==> config.mk <==
export PLATFORM = sky130hd
export DESIGN_NAME = dnn2ami_rd_path
export DESIGN_NICKNAME = d
export VERILOG_FILES = /design/src/rtl/dnn2ami_rd_path.sv
export SDC_FILE = /design/constraint.sdc
export NUM_CORES = 1
export LEC_CHECK = 0
export ABC_CLOCK_PERIOD_IN_PS = 15200
export BUFFER_PORTS_ARGS = -buffer_cell sky130_fd_sc_hd__clkbuf_2
export CORE_AREA = 2 2 174 193
export DETAILED_ROUTE_END_ITERATION = 8
export DIE_AREA = 0 0 176 195
export PLACE_DENSITY = 0.84
export REMOVE_ABC_BUFFERS = 1
export SYNTH_ARGS = -nofsm -noshare
export SYNTH_HDL_FRONTEND = slang
export SYNTH_SLANG_ARGS = --single-unit
==> constraint.sdc <==
create_clock -name clock -period 15.2 [get_ports clock]
set_clock_uncertainty 0.05 [all_clocks]
set_input_delay 4.56 -clock clock [delete_from_list [all_inputs] [get_ports clock]]
set_output_delay 4.56 -clock clock [all_outputs]
set_load 0.005 [all_outputs]
==> src/rtl/dnn2ami_rd_path.sv <==
// dnn2ami_rd_path: splits macro read requests into AMI bursts and
// steers the in-order response beats into the selected PU input buffer.
module dnn2ami_rd_path #(
    parameter int NUM_PU         = 2,
    parameter int AXI_ADDR_WIDTH = 32,
    parameter int AXI_DATA_WIDTH = 64,
    parameter int TX_SIZE_WIDTH  = 10,
    parameter int MAX_BURST      = 16,
    parameter int LOG_DEPTH      = 3,
    parameter int LOG_OUTST      = 2,
    parameter int NUM_PU_W       = $clog2(NUM_PU) + 1
) (
    input  logic                      clock,
    input  logic                      reset_n,
    input  logic                      rd_req,
    input  logic [AXI_ADDR_WIDTH-1:0] rd_req_addr,
    input  logic [TX_SIZE_WIDTH-1:0]  rd_req_size,
    input  logic [NUM_PU_W-1:0]       rd_req_pu,
    output logic                      rd_ready,
    output logic                      mem_req_valid,
    output logic [AXI_ADDR_WIDTH-1:0] mem_req_addr,
    output logic [TX_SIZE_WIDTH-1:0]  mem_req_len,
    input  logic                      mem_req_ready,
    input  logic                      mem_resp_valid,
    input  logic [AXI_DATA_WIDTH-1:0] mem_resp_data,
    output logic                      mem_resp_ready,
    output logic [NUM_PU-1:0]         inbuf_push,
    output logic [AXI_DATA_WIDTH-1:0] inbuf_data,
    input  logic [NUM_PU-1:0]         inbuf_full,
    output logic                      busy,
    output logic                      err
);

    localparam int BPB_LOG = $clog2(AXI_DATA_WIDTH / 8);
    localparam int DEPTH   = 1 << LOG_DEPTH;
    localparam int OUTST   = 1 << LOG_OUTST;
    localparam logic [TX_SIZE_WIDTH-1:0] MAXB  = TX_SIZE_WIDTH'(MAX_BURST);
    localparam logic [TX_SIZE_WIDTH-1:0] ONE_T = TX_SIZE_WIDTH'(1);
    localparam logic [NUM_PU_W-1:0]      NPU   = NUM_PU_W'(NUM_PU);
    localparam logic [LOG_DEPTH:0]       ONE_M = (LOG_DEPTH + 1)'(1);
    localparam logic [LOG_OUTST:0]       ONE_O = (LOG_OUTST + 1)'(1);

    typedef enum logic {IDLE, ISSUE} state_t;

    logic [AXI_ADDR_WIDTH-1:0] mq_addr_q [DEPTH];
    logic [TX_SIZE_WIDTH-1:0]  mq_size_q [DEPTH];
    logic [NUM_PU_W-1:0]       mq_pu_q   [DEPTH];
    logic [LOG_DEPTH:0]        mq_wr_q, mq_rd_q;
    logic [LOG_DEPTH-1:0]      mq_widx, mq_ridx;
    logic                      mq_full, mq_empty, mq_push, mq_pop;
    logic                      accept, bad_pu, init_q, err_q;

    logic [NUM_PU_W-1:0]       tq_pu_q  [OUTST];
    logic [TX_SIZE_WIDTH-1:0]  tq_len_q [OUTST];
    logic [LOG_OUTST:0]        tq_wr_q, tq_rd_q;
    logic [LOG_OUTST-1:0]      tq_widx, tq_ridx;
    logic                      tq_full, tq_empty;
    logic [NUM_PU_W-1:0]       head_pu;
    logic [TX_SIZE_WIDTH-1:0]  head_len, cnt_q;
    logic                      head_full, beat_hs, last_beat;

    state_t                    state_q;
    logic [AXI_ADDR_WIDTH-1:0] addr_q;
    logic [TX_SIZE_WIDTH-1:0]  rem_q, burst_len;
    logic [NUM_PU_W-1:0]       pu_q;
    logic                      req_hs;

    assign mq_widx  = mq_wr_q[LOG_DEPTH-1:0];
    assign mq_ridx  = mq_rd_q[LOG_DEPTH-1:0];
    assign mq_empty = (mq_wr_q == mq_rd_q);
    assign mq_full  = (mq_wr_q[LOG_DEPTH] != mq_rd_q[LOG_DEPTH]) &&
                      (mq_widx == mq_ridx);
    assign rd_ready = init_q && !mq_full;
    assign accept   = rd_req && rd_ready;
    assign bad_pu   = (rd_req_pu >= NPU);
    // Empty and misrouted requests are consumed here and never queued.
    assign mq_push  = accept && !bad_pu && (rd_req_size != '0);
    assign mq_pop   = (state_q == IDLE) && !mq_empty;
    assign err      = err_q;

    always_ff @(posedge clock) begin
        if (mq_push) begin
            mq_addr_q[mq_widx] <= rd_req_addr;
            mq_size_q[mq_widx] <= rd_req_size;
            mq_pu_q[mq_widx]   <= rd_req_pu;
        end
    end

    always_ff @(posedge clock or negedge reset_n) begin
        if (!reset_n) begin
            mq_wr_q <= '0;
            mq_rd_q <= '0;
            init_q  <= 1'b0;
            err_q   <= 1'b0;
        end else begin
            init_q <= 1'b1;
            if (mq_push) mq_wr_q <= mq_wr_q + ONE_M;
            if (mq_pop)  mq_rd_q <= mq_rd_q + ONE_M;
            if (accept && bad_pu) err_q <= 1'b1;
        end
    end

    assign burst_len     = (rem_q > MAXB) ? MAXB : rem_q;
    assign mem_req_valid = (state_q == ISSUE) && !tq_full;
    assign mem_req_addr  = addr_q;
    assign mem_req_len   = burst_len;
    assign req_hs        = mem_req_valid && mem_req_ready;

    always_ff @(posedge clock or negedge reset_n) begin
        if (!reset_n) begin
            state_q <= IDLE;
            addr_q  <= '0;
            rem_q   <= '0;
            pu_q    <= '0;
        end else begin
            unique case (state_q)
                IDLE: begin
                    if (!mq_empty) begin
                        addr_q  <= mq_addr_q[mq_ridx];
                        rem_q   <= mq_size_q[mq_ridx];
                        pu_q    <= mq_pu_q[mq_ridx];
                        state_q <= ISSUE;
                    end
                end
                ISSUE: begin
                    if (req_hs) begin
                        addr_q <= addr_q +
                            (AXI_ADDR_WIDTH'(burst_len) << BPB_LOG);
                        rem_q  <= rem_q - burst_len;
                        if (rem_q == burst_len) state_q <= IDLE;
                    end
                end
            endcase
        end
    end

    assign tq_widx  = tq_wr_q[LOG_OUTST-1:0];
    assign tq_ridx  = tq_rd_q[LOG_OUTST-1:0];
    assign tq_empty = (tq_wr_q == tq_rd_q);
    assign tq_full  = (tq_wr_q[LOG_OUTST] != tq_rd_q[LOG_OUTST]) &&
                      (tq_widx == tq_ridx);
    assign head_pu  = tq_pu_q[tq_ridx];
    assign head_len = tq_len_q[tq_ridx];

    always_comb begin
        head_full = 1'b0;
        for (int p = 0; p < NUM_PU; p++)
            if (head_pu == NUM_PU_W'(p)) head_full = inbuf_full[p];
    end

    assign mem_resp_ready = !tq_empty && !head_full;
    assign beat_hs        = mem_resp_valid && mem_resp_ready;
    assign last_beat      = beat_hs && (cnt_q == head_len - ONE_T);
    assign inbuf_data     = beat_hs ? mem_resp_data : '0;

    always_comb begin
        inbuf_push = '0;
        for (int p = 0; p < NUM_PU; p++)
            if (beat_hs && head_pu == NUM_PU_W'(p)) inbuf_push[p] = 1'b1;
    end

    always_ff @(posedge clock) begin
        if (req_hs) begin
            tq_pu_q[tq_widx]  <= pu_q;
            tq_len_q[tq_widx] <= burst_len;
        end
    end

    always_ff @(posedge clock or negedge reset_n) begin
        if (!reset_n) begin
            tq_wr_q <= '0;
            tq_rd_q <= '0;
            cnt_q   <= '0;
        end else begin
            if (req_hs) tq_wr_q <= tq_wr_q + ONE_O;
            if (last_beat) begin
                tq_rd_q <= tq_rd_q + ONE_O;
                cnt_q   <= '0;
            end else if (beat_hs) begin
                cnt_q <= cnt_q + ONE_T;
            end
        end
    end

    assign busy = !mq_empty || (state_q == ISSUE) || !tq_empty;

endmodule

Word level (Yosys, flattened, before mapping)
Memory sizes are Yosys's and may differ from the RTL's. A register that Yosys moved wholly into a read port is not among the register bits.
Index checks and enable logic that the tools add are counted.
{ "word_totals": {"reg_bits": 69, "ram_bits": 400, "in_bits": 115, "output_inout_bits": 113, "wordCells": 89, "mem_count": 5} }
{ "op_classes": {"add_sub_neg": 8, "order_cmp": 2, "n_eq_ne": 11, "n_mux": 22, "n_bitwise": 2, "n_reduce_logical": 29} }
{ "memory_table": {"columns": ["name", "depth", "width", "rd", "rd_ports_with_merged_regs", "write_ports", "line_no", "text"], "rows": [
  ["mq_addr_q", 8, 32, 1, 0, 1, "45", "logic [AXI_ADDR_WIDTH-1:0] mq_addr_q [DEPTH];"],
  ["mq_size_q", 8, 10, 1, 0, 1, "46", "logic [TX_SIZE_WIDTH-1:0] mq_size_q [DEPTH];"],
  ["tq_len_q", 4, 10, 1, 0, 1, "54", "logic [TX_SIZE_WIDTH-1:0] tq_len_q [OUTST];"],
  ["mq_pu_q", 8, 2, 1, 1, 1, "47", "logic [NUM_PU_W-1:0] mq_pu_q [DEPTH];"],
  ["tq_pu_q", 4, 2, 1, 0, 1, "53", "logic [NUM_PU_W-1:0] tq_pu_q [OUTST];"]
]} }
{ "ops": {"columns": ["operator", "count"], "rows": [
  ["32-bit 2-to-1 mux", 2],
  ["64-bit 2-to-1 mux", 1],
  ["32-bit case mux with 2 select lines", 1],
  ["10-bit 2-to-1 mux", 5],
  ["32-bit by 13-bit adder with 32-bit output", 1],
  ["10-bit == test", 2],
  ["10-bit case mux with 2 select lines", 1],
  ["1-bit logical AND", 15],
  ["1-bit 2-to-1 mux", 11],
  ["10-bit by 1-bit adder with 10-bit output, second input constant", 1],
  ["10-bit by 5-bit > comparator with 1-bit output, second input constant", 1],
  ["10-bit nonzero test", 1],
  ["10-bit by 1-bit subtractor with 10-bit output, second input constant", 1],
  ["10-bit subtractor", 1],
  ["4-bit by 1-bit adder with 4-bit output, second input constant", 2],
  ["1-bit logical NOT", 7],
  ["3-bit by 1-bit adder with 3-bit output, second input constant", 2],
  ["3-bit == test", 2],
  ["4-bit == test", 1],
  ["2-bit AND reduction", 2],
  ["2-bit by 1-bit == test with 1-bit output, second input constant", 1],
  ["2-bit == test", 1],
  ["2-bit greater-or-equal comparator, second input constant", 1],
  ["2-bit logical NOT", 1],
  ["other kinds (7)", 10]
]} }

Depth between registers and ports, before layout
{ "logic_depth": {"depth_word": 9, "mapped_depth": 14, "ltp_nobuf": 13} }

Worst setup path after synthesis
No wires, ideal clock.
{ "synth_path": {"path_type": "input port to output port", "start": "input inbuf_full[1]", "end": "output inbuf_data[33]", "arrival_ps": 5704, "required_time_ps": 10590, "setup_slack_ps": 4886, "cell_stages": 6, "n_path_buf": 2, "path_cell_list": "mux2i_1 -> o22ai_1 -> nor2_1 -> clkbuf_1 -> clkbuf_1 -> and2_1"} }
{ "synth_between": {"elab_chain_cells": 5} }
{ "synth_rtl": {"columns": ["element", "line_no", "text"], "rows": [
  ["start, declared", "29", "input logic [NUM_PU-1:0] inbuf_full,"],
  ["1-bit 2-to-1 mux", "148", "if (head_pu == NUM_PU_W'(p)) head_full = inbuf_full[p];"],
  ["1-bit logical NOT", "151", "assign mem_resp_ready = !tq_empty && !head_full;"],
  ["1-bit logical AND", "151", null],
  ["1-bit logical AND", "152", "assign beat_hs = mem_resp_valid && mem_resp_ready;"],
  ["64-bit 2-to-1 mux", "154", "assign inbuf_data = beat_hs ? mem_resp_data : '0;"],
  ["end, declared", "28", "output logic [AXI_DATA_WIDTH-1:0] inbuf_data,"]
]} }
Every way passes these cells.

Worst setup path after layout
{ "layout_path": {"start": "input inbuf_full[1]", "end": "output inbuf_data[21]"} }
Same word-level chain as after synthesis.

==> PnR_summary.wiki <==
{| class="wikitable"
! Metric !! Value
|-
| Post-CTS setup repair buffer count || 0
|-
| Finish-stage setup viols || 0
|-
| Combined global-route utilization of all metal layers || 0.272
|-
| Die span in x || 176 microns
|-
| Synth top area share || 0.605
|-
| Classification of the worst setup path || in2out
|-
| Master cell of the clock root buffer || clkbuf_16
|-
| Initial antenna violation count || 3
|-
| Post-route worst setup slack || 4.52 ns
|-
| Die height || 195 microns
|-
| Cell type with the highest aggregate area in the netlist || edfxtp_1
|-
| Dpl hpwl || 27.0 mm
|-
| Max_slew headroom || 0.293
|-
| Core area || 0.0322 sq mm
|-
| Most frequent standard cell in the layout excluding fill and tap cells || edfxtp_1
|-
| Congestion Overflow GR || 0
|-
| Clock Latency Late Sink || 0.56 ns
|-
| Biggest area contributors in the synthesized netlist || edfxtp_1 61%, mux4_2 11%, dfrtp_1 8.9%
|-
| Number of buffer and inverter stages on the critical path || 2
|-
| Max Buffers Root-to-Sink || 3
|-
| Register bit count reported by yosys || around 470
|-
| First-pass GRT wire length || roughly 70 mm
|-
| Adder-cell share of the synthesized area || 0.0136
|-
| Via count normalized by instance count || 6.28
|-
| Share of cells above drive strength 1 || 0.295
|-
| Xor and xnor area share after synthesis || 0.0158
|-
| Pwr Total || roughly 3.6 mW
|-
| Met2 Usage GRT || 0.487
|-
| Final worst hold slack || 0.419 ns
|-
| Total Die Area || 0.0343 sq mm
|-
| Net count, final || around 1.6k
|-
| Placed Cells incl. Taps || approximately 1.8k
|-
| Type of the worst min-delay path || reg2reg
|-
| ANT nets after route || 0
|-
| Final design instance area without fill || 0.0230 sq mm
|-
| Instance area at placement || 0.0215 sq mm
|-
| Proportion of synthesized chip area in sequential cells || 0.695
|-
| Total of fill cells in the finished design || about 2k
|-
| Count of final max-slew check failures || 0
|-
| H-tree levels || 2
|-
| DRC violations left || 0
|-
| DRC violation total after the first TritonRoute iteration || 1150
|-
| Ordered cell list for the critical path || clkbuf_2, mux2i_1, o22ai_1, nor2_4, and2_1, clkbuf_2
|-
| Average wire per cell in the routed design || 24.5 microns
|-
| Global routing's busiest layer || met2
|-
| Combinational family with the most area after synthesis || multiplexers
|-
| Crit path arrival time || about 6 ns
|-
| Post-Syn Instances || 1176
|-
| Setup repair after global routing missed its margin || no
|-
| Synthesized area per cell || 16.9 sq um
|-
| Clock tree from TritonCTS || yes
|-
| Area fraction in and, or, nand and nor cells after synthesis || 0.0703
|-
| Unique cell type count in the Yosys netlist || 67
|-
| VDD IR max || between 0.0001 and 0.00015 V
|-
| Most frequently used flop master after synthesis || edfxtp_1
|-
| Clk sinks || around 470
|-
| Post-Place Setup Slack || 4.49 ns
|-
| Required @ worst endpoint || about 11 ns
|-
| Clock buffer count from CTS || 46
|-
| Final number of hold-violating endpoints || 0
|-
| Hold buffer count at cts || 0
|-
| Final worst path period need || around 11 ns
|-
| TNS Setup || 0 ns
|-
| Met3 track demand over resource || 0.0555
|-
| Multiplexer share of the synthesized area || 0.136
|-
| Total number of yosys warnings || 0
|-
| Resized Gates After CTS || 0
|-
| Final standard cell count with taps included and fillers excluded || 1888
|-
| Rows || 69
|-
| Critical-path cell with the highest stage delay || nor2_4
|-
| Kind of cell with the highest combined delay on the critical path || simple AND/OR/NAND/NOR gates
|-
| CP most frequent cell || clkbuf_2
|-
| Via total after detailed routing || 11.9k
|-
| Total wirelength of the detailed-routed design || 46.3 mm
|-
| Vias in the first global route || about 12k
|-
| Compound-Gate Fraction of Synth Area || 0.0522
|-
| Async S/R FF share, synth || 0.151
|-
| Maximum frequency from static timing analysis || 93.6 MHz
|-
| Share of the core filled with cells || 0.713
|-
| Max-capacitance violation count || 0
|-
| Final Cycle Share || 0.703
|-
| Reported leakage power || 8.26 nW
|-
| Category of the worst setup path launch point || primary input
|-
| Largest net degree at the start of global routing || 74
|-
| Result of the run || finished, final reports clean
|-
| Capturing element type of the critical path || output pin
|-
| Slew at the pin closest to its max-slew limit || between 1 and 1.5 ns
|-
| Highest fanout seen on the critical path || 72
|-
| Area of the mapped netlist || roughly 0.020 sq mm
|-
| Commonest cells after routing, fill and taps aside || 400 x edfxtp_1, 221 x clkbuf_2, 100 x mux4_2
|-
| Power per Cell Area || about 160 mW/mm^2
|-
| Number of enable-type register cells in the synthesized netlist || 400
|-
| CTS clk-pin slew, worst paths || approximately 0.060 ns
|-
| Final weighted congestion in routability-driven placement || 0.818
|-
| Port-buffer cells || roughly 220
|-
| First-pass DRT Iterations || 5
|-
| Met1 Use GR || 0.326
|-
| P&R area growth vs syn || 15.7%
|-
| Effective utilization at floorplan || 0.617
|-
| Boundary Pins || 228
|-
| Delay contributed by the slowest stage of the critical path || ~0.81 ns
|}
[logic make-up (layout without fill, tap and decap cells)]
family	after synthesis	count (layout)
adder cells (fa/ha/maj)	21	21
AND/OR/NAND/NOR	260	260
XOR/XNOR	35	35
other	2	33
flip-flops	471	471
AO/OA/AOI/OAI	162	162
buffers and inverters	82	337
multiplexers	143	143
[cell usage after synthesis (3+ instances only)]
cell / n
and4_1: 4
o21ai_0: 35
or2_2: 4
nand2b_1: 8
nand4_1: 5
buf_6: 3
edfxtp_1: 400
mux4_2: 100
a311oi_1: 9
ha_1: 20
or3_1: 4
o21a_1: 3
mux2_2: 6
xor2_1: 20
or4_1: 5
dfrtp_1: 71
a31oi_1: 8
a211oi_1: 15
xnor2_1: 14
nor2b_1: 6
clkbuf_1: 40
mux2i_1: 36
nand2_1: 60
a41oi_1: 3
buf_1: 18
nor4_1: 5
o31ai_1: 6
nor3_1: 9
nor2_1: 49
a21oi_1: 41
inv_1: 15
a21o_1: 4
nand3_1: 6
buf_4: 5
o21bai_1: 3
and2_1: 70
and3_1: 12
o22ai_1: 16
[power by group]
part / switching [mW] / leakage (nW) / internal (mW)
Combinational: 0.434 / 3.06 / 0.376
Clock: 0.461 / 0.709 / 0.636
Sequential: 0.145 / 4.49 / 1.54
[state kept, by name (all words and copies together) (netlist names), 4 cells and up]
signal and count:
mq_addr_q 256, mq_size_q 80, mq_wr_q 4, rem_q 10, mq_pu_q 16, cnt_q 10, mem_req_addr 32, mq_rd_q 4
tq_pu_q 8, tq_len_q 40
[area by class of cell]
cell class	instances	area [sq um]	share of cell area
flip-flops and latches	471	13800	0.601
clock buffers	66	1320	0.0575
clock inverters	18	135	0.00588
diodes	1	2.50	0.000109
multi-input cells	653	5900	0.257
inverters	15	56.3	0.00245
well taps	426	533	0.0232
repair buffers	238	1230	0.0537
[worst register-to-register path, stage by stage, from the launching register on]
cell	delay [ns]
dfrtp_1	0.45
or4_1	0.63
nor3_1	0.55
and2_1	0.44
ha_1	0.30
a21o_1	0.15
a21oi_1	0.30
o21a_1	0.24
o21ai_0	0.20
a41oi_1	0.49
nor2_1	0.29
and2_1	0.33
a211oi_1	0.34
[routing by layer]
layer | part of all wire | wire [microns] | vias to the layer above
li1 | - | - | 5095
met1 | 0.35 | 16100 | 5952
met2 | 0.52 | 24300 | 709
met3 | 0.094 | 4360 | 106
met4 | 0.033 | 1540 | 4
met5 | 0.00058 | 27 | -
[final timing paths]
kind	from	endpoint	slack, ns	cells past startpoint
max in group asynchronous	reset_n	mq_rd_q[0]$_DFFE_PN0P_	10.15	1
worst max register to register	rem_q[5]$_DFFE_PN0P_	mem_req_addr[20]$_DFFE_PN0P_	10.34	12
min in group asynchronous	reset_n	mq_wr_q[2]$_DFFE_PN0P_	4.13	1
worst min-delay path	err$_DFFE_PN0P_	err$_DFFE_PN0P_	0.42	1
worst max-delay path	inbuf_full[1]	inbuf_data[21]	4.52	6
worst min register to register	err$_DFFE_PN0P_	err$_DFFE_PN0P_	0.42	1
(Power assumes the default switching activity.)
